File: config.mk
export PLATFORM = sky130hd
export DESIGN_NAME = stall_ctrl_flat
export DESIGN_NICKNAME = d
export VERILOG_FILES = /design/src/rtl/stall_ctrl_pkg.sv /design/src/rtl/stall_ctrl_if.sv /design/src/rtl/stall_ctrl_br_pending_ctr.sv /design/src/rtl/stall_ctrl.sv /design/src/flat_wrapper.sv
export SDC_FILE = /design/constraint.sdc
export NUM_CORES = 1
export LEC_CHECK = 0
export CORE_AREA = 5 5 68 76
export DETAILED_ROUTE_END_ITERATION = 8
export DIE_AREA = 0 0 73 81
export PLACE_DENSITY_LB_ADDON = 0.2
export SYNTH_ARGS = -nofsm -noshare
export SYNTH_HDL_FRONTEND = slang
export SYNTH_SLANG_ARGS = --single-unit
File: constraint.sdc
create_clock -name clk -period 3.5 [get_ports clk]
set_clock_uncertainty 0.05 [all_clocks]
set_input_delay 0.35 -clock clk [delete_from_list [all_inputs] [get_ports clk]]
set_output_delay 0.35 -clock clk [all_outputs]
set_load 0.03 [all_outputs]
File: src/rtl/stall_ctrl_pkg.sv
// stall_ctrl_pkg: shared definitions for the pipeline hazard controller.
//   - stage index constants for the five-register in-order pipe
//   - width helpers for the stage index and the pending-branch counter
//   - saturating increment used by the stall-cycle performance counter
package stall_ctrl_pkg;

    localparam int unsigned STG_PC    = 0;
    localparam int unsigned STG_IFID  = 1;
    localparam int unsigned STG_IDEX  = 2;
    localparam int unsigned STG_EXMEM = 3;
    localparam int unsigned STG_MEMWB = 4;

    // Width of a stage index; never narrower than one bit.
    function automatic int unsigned idx_w(input int unsigned num_stages);
        return (num_stages > 1) ? int'($clog2(num_stages)) : 1;
    endfunction

    // Width able to hold 0..max_pending inclusive.
    function automatic int unsigned cnt_w(input int unsigned max_pending);
        return (max_pending > 0) ? int'($clog2(max_pending + 1)) : 1;
    endfunction

    // Increment val, holding at the all-ones value of a width-bit counter.
    function automatic logic [63:0] sat_inc(input logic [63:0] val, input int unsigned width);
        logic [63:0] max_val;
        max_val = (width >= 64) ? '1 : ((64'd1 << width) - 64'd1);
        return (val >= max_val) ? max_val : val + 64'd1;
    endfunction

endpackage

File: src/rtl/stall_ctrl_if.sv
// stall_ctrl_if: hazard-control bundle between the pipeline and stall_ctrl.
//   master: the pipeline side; drives requests/branch events, receives controls.
//   slave : stall_ctrl; receives requests, drives stall/bubble/flush and status.
//   stall_req    stage i cannot advance        flush_req/flush_upto  redirect
//   br_issue     unresolved branch issued      br_resolve            oldest branch done
//   stall/bubble/flush  per-stage controls     br_pending/br_err/stall_cycles  status
interface stall_ctrl_if
    import stall_ctrl_pkg::*;
#(
    parameter int unsigned NUM_STAGES  = 5,
    parameter int unsigned MAX_PENDING = 1,
    parameter int unsigned PERF_W      = 32
);
    localparam int unsigned IDX_W = idx_w(NUM_STAGES);
    localparam int unsigned CNT_W = cnt_w(MAX_PENDING);

    logic [NUM_STAGES-1:0] stall_req;
    logic                  br_issue;
    logic                  br_resolve;
    logic                  flush_req;
    logic [IDX_W-1:0]      flush_upto;
    logic [NUM_STAGES-1:0] stall;
    logic [NUM_STAGES-1:0] bubble;
    logic [NUM_STAGES-1:0] flush;
    logic [CNT_W-1:0]      br_pending;
    logic                  br_err;
    logic [PERF_W-1:0]     stall_cycles;

    modport master (
        output stall_req, br_issue, br_resolve, flush_req, flush_upto,
        input  stall, bubble, flush, br_pending, br_err, stall_cycles
    );

    modport slave (
        input  stall_req, br_issue, br_resolve, flush_req, flush_upto,
        output stall, bubble, flush, br_pending, br_err, stall_cycles
    );

endinterface

File: src/rtl/stall_ctrl_br_pending_ctr.sv
// stall_ctrl_br_pending_ctr: tracks unresolved branches in flight.
//   clk, rst     clock, synchronous active-high reset
//   br_issue     branch issued (accepted unless full without a same-cycle resolve)
//   br_resolve   oldest branch resolved (ignored when nothing is pending)
//   flush_req    redirect; drops every pending branch, including one issued now
//   br_pending   registered count of unresolved branches
//   br_full      effective count (this cycle's accepted events applied) is at the limit
//   br_err       sticky: set by a rejected issue or a resolve with nothing pending
module stall_ctrl_br_pending_ctr
    import stall_ctrl_pkg::*;
#(
    parameter int unsigned MAX_PENDING = 1,
    parameter int unsigned CNT_W       = cnt_w(MAX_PENDING)
) (
    input  logic             clk,
    input  logic             rst,
    input  logic             br_issue,
    input  logic             br_resolve,
    input  logic             flush_req,
    output logic [CNT_W-1:0] br_pending,
    output logic             br_full,
    output logic             br_err
);
    localparam logic [CNT_W-1:0] MaxCnt = CNT_W'(MAX_PENDING);

    logic [CNT_W-1:0] cnt_q, cnt_d, eff;
    logic             err_q, err_d;
    logic             at_max, acc_issue, acc_resolve;

    always_comb begin
        at_max      = (cnt_q == MaxCnt);
        // A same-cycle resolve frees a slot, so issue is taken even when full.
        acc_issue   = br_issue && !(at_max && !br_resolve);
        acc_resolve = br_resolve && (cnt_q != '0);
        eff         = cnt_q + CNT_W'(acc_issue) - CNT_W'(acc_resolve);
        br_full     = (eff == MaxCnt);
        cnt_d       = flush_req ? '0 : eff;
        err_d       = err_q | (br_issue & ~acc_issue) | (br_resolve & ~acc_resolve);
    end

    always_ff @(posedge clk) begin
        if (rst) begin
            cnt_q <= '0;
            err_q <= 1'b0;
        end else begin
            cnt_q <= cnt_d;
            err_q <= err_d;
        end
    end

    assign br_pending = cnt_q;
    assign br_err     = err_q;

endmodule

File: src/rtl/stall_ctrl.sv
// stall_ctrl: per-stage stall/bubble/flush generation for the in-order pipe.
//   clk, rst   clock, synchronous active-high reset
//   bus        stall_ctrl_if slave: stage stall requests, branch issue/resolve,
//              redirect flush in; stall/bubble/flush, br_pending, br_err and the
//              saturating stall_cycles counter out.
// Stage 0 is the PC register; higher indices are later pipe registers. A stall
// at stage i holds every earlier stage too; the branch stall holds the front
// stages while the pending-branch limit is reached. flush > stall > bubble.
module stall_ctrl
    import stall_ctrl_pkg::*;
#(
    parameter int unsigned NUM_STAGES   = 5,
    parameter int unsigned FRONT_STAGES = 2,
    parameter int unsigned MAX_PENDING  = 1,
    parameter int unsigned PERF_W       = 32
) (
    input logic         clk,
    input logic         rst,
    stall_ctrl_if.slave bus
);
    localparam int unsigned CNT_W = cnt_w(MAX_PENDING);

    logic                  br_full;
    logic                  br_hold;
    logic [CNT_W-1:0]      br_pending;
    logic                  br_err;
    logic [NUM_STAGES-1:0] any_req;
    logic [NUM_STAGES-1:0] flush_vec, stall_vec, bubble_vec;
    logic [PERF_W-1:0]     cyc_q, cyc_d;

    stall_ctrl_br_pending_ctr #(
        .MAX_PENDING(MAX_PENDING),
        .CNT_W      (CNT_W)
    ) u_br_ctr (
        .clk       (clk),
        .rst       (rst),
        .br_issue  (bus.br_issue),
        .br_resolve(bus.br_resolve),
        .flush_req (bus.flush_req),
        .br_pending(br_pending),
        .br_full   (br_full),
        .br_err    (br_err)
    );

    // any_req[i]: some stage at or after i is blocked, so i cannot advance.
    always_comb begin
        any_req = '0;
        any_req[NUM_STAGES-1] = bus.stall_req[NUM_STAGES-1];
        for (int i = int'(NUM_STAGES) - 2; i >= 0; i--) begin
            any_req[i] = bus.stall_req[i] | any_req[i+1];
        end
    end

    // A redirect kills the branch stall everywhere, not just in flushed stages.
    assign br_hold = br_full && !bus.flush_req;

    always_comb begin
        flush_vec  = '0;
        stall_vec  = '0;
        bubble_vec = '0;
        if (!rst) begin
            for (int i = 0; i < int'(NUM_STAGES); i++) begin
                // Indices beyond the last stage simply cover every stage.
                flush_vec[i] = bus.flush_req && (i <= int'(bus.flush_upto));
            end
            for (int i = 0; i < int'(NUM_STAGES); i++) begin
                stall_vec[i] = !flush_vec[i] &&
                               (any_req[i] || ((i < int'(FRONT_STAGES)) && br_hold));
            end
            // The PC register (stage 0) never takes a bubble.
            for (int i = 1; i < int'(NUM_STAGES); i++) begin
                bubble_vec[i] = !flush_vec[i] && stall_vec[i-1] && !stall_vec[i];
            end
        end
    end

    always_comb begin
        cyc_d = cyc_q;
        if (stall_vec[STG_PC]) begin
            cyc_d = PERF_W'(sat_inc(64'(cyc_q), PERF_W));
        end
    end

    always_ff @(posedge clk) begin
        if (rst) begin
            cyc_q <= '0;
        end else begin
            cyc_q <= cyc_d;
        end
    end

    assign bus.stall        = stall_vec;
    assign bus.bubble       = bubble_vec;
    assign bus.flush        = flush_vec;
    assign bus.br_pending   = br_pending;
    assign bus.br_err       = br_err;
    assign bus.stall_cycles = cyc_q;

endmodule

File: src/flat_wrapper.sv
// flat-port wrapper written by rule: the top's interface ports become plain ports
module stall_ctrl_flat import stall_ctrl_pkg::*;
#(
    parameter int unsigned NUM_STAGES   = 5,
    parameter int unsigned FRONT_STAGES = 2,
    parameter int unsigned MAX_PENDING  = 1,
    parameter int unsigned PERF_W       = 32
)
  (clk, rst, bus_stall_req, bus_br_issue, bus_br_resolve, bus_flush_req, bus_flush_upto, bus_stall, bus_bubble, bus_flush, bus_br_pending, bus_br_err, bus_stall_cycles);
  stall_ctrl_if #(.NUM_STAGES(NUM_STAGES), .MAX_PENDING(MAX_PENDING), .PERF_W(PERF_W)) bus_i ();
  input logic clk;
  input logic rst;
  input wire logic [$bits(bus_i.stall_req)-1:0] bus_stall_req;
  input wire logic [$bits(bus_i.br_issue)-1:0] bus_br_issue;
  input wire logic [$bits(bus_i.br_resolve)-1:0] bus_br_resolve;
  input wire logic [$bits(bus_i.flush_req)-1:0] bus_flush_req;
  input wire logic [$bits(bus_i.flush_upto)-1:0] bus_flush_upto;
  output wire logic [$bits(bus_i.stall)-1:0] bus_stall;
  output wire logic [$bits(bus_i.bubble)-1:0] bus_bubble;
  output wire logic [$bits(bus_i.flush)-1:0] bus_flush;
  output wire logic [$bits(bus_i.br_pending)-1:0] bus_br_pending;
  output wire logic [$bits(bus_i.br_err)-1:0] bus_br_err;
  output wire logic [$bits(bus_i.stall_cycles)-1:0] bus_stall_cycles;
  assign bus_i.stall_req = bus_stall_req;
  assign bus_i.br_issue = bus_br_issue;
  assign bus_i.br_resolve = bus_br_resolve;
  assign bus_i.flush_req = bus_flush_req;
  assign bus_i.flush_upto = bus_flush_upto;
  assign bus_stall = bus_i.stall;
  assign bus_bubble = bus_i.bubble;
  assign bus_flush = bus_i.flush;
  assign bus_br_pending = bus_i.br_pending;
  assign bus_br_err = bus_i.br_err;
  assign bus_stall_cycles = bus_i.stall_cycles;
  stall_ctrl #(.NUM_STAGES(NUM_STAGES), .FRONT_STAGES(FRONT_STAGES), .MAX_PENDING(MAX_PENDING), .PERF_W(PERF_W)) u_core (.clk(clk), .rst(rst), .bus(bus_i));
endmodule
==> flow_summary.toml <==
[logic_synthesis]
yosys-top-cells-area = "dfxtp_1 (36%), xnor2_1 (11%), a21oi_1 (7.2%)"
yosys_warnings = 0
syn_nets = 239
syn_avg_cell_area_sq_um = 8.39
synth_commonest_cells = "dfxtp_1 (34), a21oi_1 (27), xnor2_1 (24), nor2_1 (16), nor3_1 (16)"
ys_types = 45
synth_cells = 225
synth-edff-count = 0
ys_seq_elements = 34
yosys_most_used_dff = "dfxtp_1"
ys_seq_area_share_pct = 36.1
synth_area_leader_cell = "dfxtp_1"
synth_top_area_share_pct = 36.1
yosysMostFrequentCell = "dfxtp_1"
synth-async-reset-ratio_pct = 0
synth_area_sq_um = 1890

[clock_tree]
clk_pin_slew_ns = 0.07
htreeDepth = 2
cts_hold_buf = 0
cts_num_sinks = 34
cts-root-buf = "clkbuf_8"
clk_latency_ns = 0.29
cts_buffers = 5
cts_setup_buffers = 0
cts_tree = "built"
cts_buffer_depth = 2
cts_resized = 0

[grt]
overflow = 0
grtUsageTotal_pct = 17.5
grt_max_degree = 27
first_global_vias = 1827
antenna_found_initial = 0
grt_pass1_wl_um = 8290

[drt]
first_iter_violations = 129
viasPerCell = 5.41
drt_wl_total_um = 4600
ant_nets = 0
num_vias = 1835
drt_first_pass_iters = 4
route.detailed.drc = 0
wl_per_cell_um = 13.6

[pwr]
vdd_ir_drop_max_mv = 0.174
p_int_w = 0.000591
p_per_area_nw_per_um2 = 302
p_sw_w = 0.000196
finalPower_w = 0.000787
clkPwrFrac_pct = 37.9
power_frac_comb_pct = 12.3
leakage_nw = 0.810
p_seq_share_pct = 49.9
swShare_pct = 24.9

[job]
drv_cap = 0

[sta]
timing.final.crit_share_pct = 88.2
setup_viol = 0
fmax_mhz = 324
rsz0062_at_grt = "false"
holdWs_ns = 0.469
fin_crit_ns = 3.09
worst_pin_slew_ns = 0.549
fin_tns_setup_ns = 0
slew_viol_final = 0
hold_viol = 0
relSlewSlack_pct = 62.9

[worst_setup_path]
r2r_cells = 5
cpPeakStageDelay_ns = 0.70
cp-end-kind = "output port"
worstSetupPathType = "input pin to output port"
cp.required_ns = 3.10
cp.arrival_ns = 2.69
start_kind = "input pin"
slowest_stage = "or4_1"
crit_buf_inv = 2
critPathTopFamily = "simple AND/OR/NAND/NOR gates"
critPathMaxFanout = 5
r2r_end = "u_core.bus.stall_cycles[1]$_SDFFE_PP0P_"
r2r_start = "u_core.bus.stall_cycles[6]$_SDFFE_PP0P_"
reg2reg_setup_slack_ns = 1.25
crit_chain = "clkdlybuf4s50_1 > or4_1 > nor3_1 > nor2_1 > a21oi_1 > nor3_1 > clkdlybuf4s50_1"

[floorplan]
die_x_um = 73
design.core.area_sq_um = 4250
io_pins = 62
die_height_um = 81
initial_utilization_pct = 44.4
row_count = 25
dieArea_sq_um = 5910

[place]
place.gp.congestion = 0.743
dpl.hpwl_um = 3350
port_buffers = 60

[worst_hold_path]
whs_path_depth = 2
hp-start = "u_core.bus.stall_cycles[27]$_SDFFE_PP0P_"
min_to = "u_core.bus.stall_cycles[27]$_SDFFE_PP0P_"
min_path_type = "register to register"

[layout]
area_growth_pct = 38.0
drive_gt1_share_pct = 7.02
antennaDiodeCount = 0
fillers = 412
fin_util_pct = 61.3
layout.nets = 298

[outcome]
status = "complete, no violations"
[layout by cell type, fill, tap and decap left out, types with 4 or more instances in the layout]
master / netlist / routed
clkdlybuf4s50_1: 0 / 60
dfxtp_1: 34 / 34
a21oi_1: 27 / 27
xnor2_1: 24 / 24
nor3_1: 16 / 16
nor2_1: 16 / 16
nand2_1: 11 / 11
nand3_1: 11 / 11
inv_1: 9 / 9
nor4_1: 8 / 8
and3_1: 7 / 7
clkbuf_8: 0 / 6
buf_4: 1 / 5
or4_1: 4 / 4
nand4_1: 4 / 4
[per-stage QoR]
| stage | area, sq um | setup slack (ns) | instances |
|---|---|---|---|
| floorplan | 1890 | 1.03 | 225 |
| global placement | 2510 | 0.434 | 331 |
| detailed placement | 2510 | 0.421 | 331 |
| CTS | 2610 | 0.404 | 339 |
| global route | 2610 | 0.237 | 339 |
| finish | 2610 | 0.411 | 339 |
[how the worst max path moves through the flow]
stage | end | cells after the start | startpoint | slack [ns]
after CTS | bus_bubble[2] | 7 | bus_stall_req[4] | 0.40
after floorplan | u_core.bus.stall_cycles[1]$_SDFFE_PP0P_ | 6 | u_core.u_br_ctr.br_pending$_SDFF_PP0_ | 1.03
final | bus_bubble[2] | 7 | bus_stall_req[4] | 0.41
after global placement | bus_bubble[2] | 7 | bus_stall_req[4] | 0.43
after detailed placement | bus_bubble[2] | 7 | bus_stall_req[4] | 0.42
after global routing | bus_bubble[2] | 7 | bus_stall_req[4] | 0.24
[layer usage]
layer | global-route usage [%] | share of wire (%) | up-vias
li1 | - | - | 927
met1 | 21.2 | 42 | 842
met2 | 28.3 | 47 | 61
met3 | 6.44 | 9.3 | 5
met4 | 6.09 | 1.5 | 0
met5 | 0 | 0 | -
[kinds of logic (layout without fill, tap and decap cells)]
| logic type | count (synthesis) | count (layout) | synth area share (%) |
|---|---|---|---|
| muxes | 1 | 1 | 0.530 |
| DFF | 34 | 34 | 36.1 |
| other | 1 | 1 | 0.199 |
| buffers and inverters | 22 | 82 | 5.96 |
| and+or+nand+nor | 95 | 95 | 29.6 |
| AOI/OAI and AO/OA | 47 | 47 | 15.8 |
| adders and majority gates | 1 | 1 | 0.663 |
| xor gates and xnor gates | 24 | 24 | 11.1 |
[power groups by stage]
stage                     registers, W  clock network [W]   logic, W
after floorplan               0.000407                  0  0.0000464
after global placement        0.000401                  0  0.0000973
after detailed placement      0.000401                  0  0.0000968
after CTS                     0.000392           0.000310  0.0000975
after global routing          0.000393           0.000331   0.000105
final                         0.000392           0.000298  0.0000965
[worst register-to-register path, stage by stage, from the launching register on]
cell	delay, ns
dfxtp_1	0.43
and4_4	0.28
nand4_4	0.22
nor4_4	0.50
nand2b_2	0.43
a21oi_1	0.26
[registers in the layout (all words and copies together), names as in the netlist]
signal	flops
u_core.u_br_ctr.br_err	1
u_core.u_br_ctr.br_pending	1
u_core.bus.stall_cycles	32
[area by class of cell]
type / count / area (sq um) / share of cell area, %
timing repair buffer: 65 / 638 / 24.5
tap: 54 / 67.6 / 2.59
inverter: 9 / 33.8 / 1.30
sequential: 34 / 681 / 26.1
clock inverter: 1 / 5.00 / 0.192
clock buffer: 7 / 86.3 / 3.31
multi-input combinational: 169 / 1090 / 42.0
No activity file was read; power rests on OpenSTA's default activity.
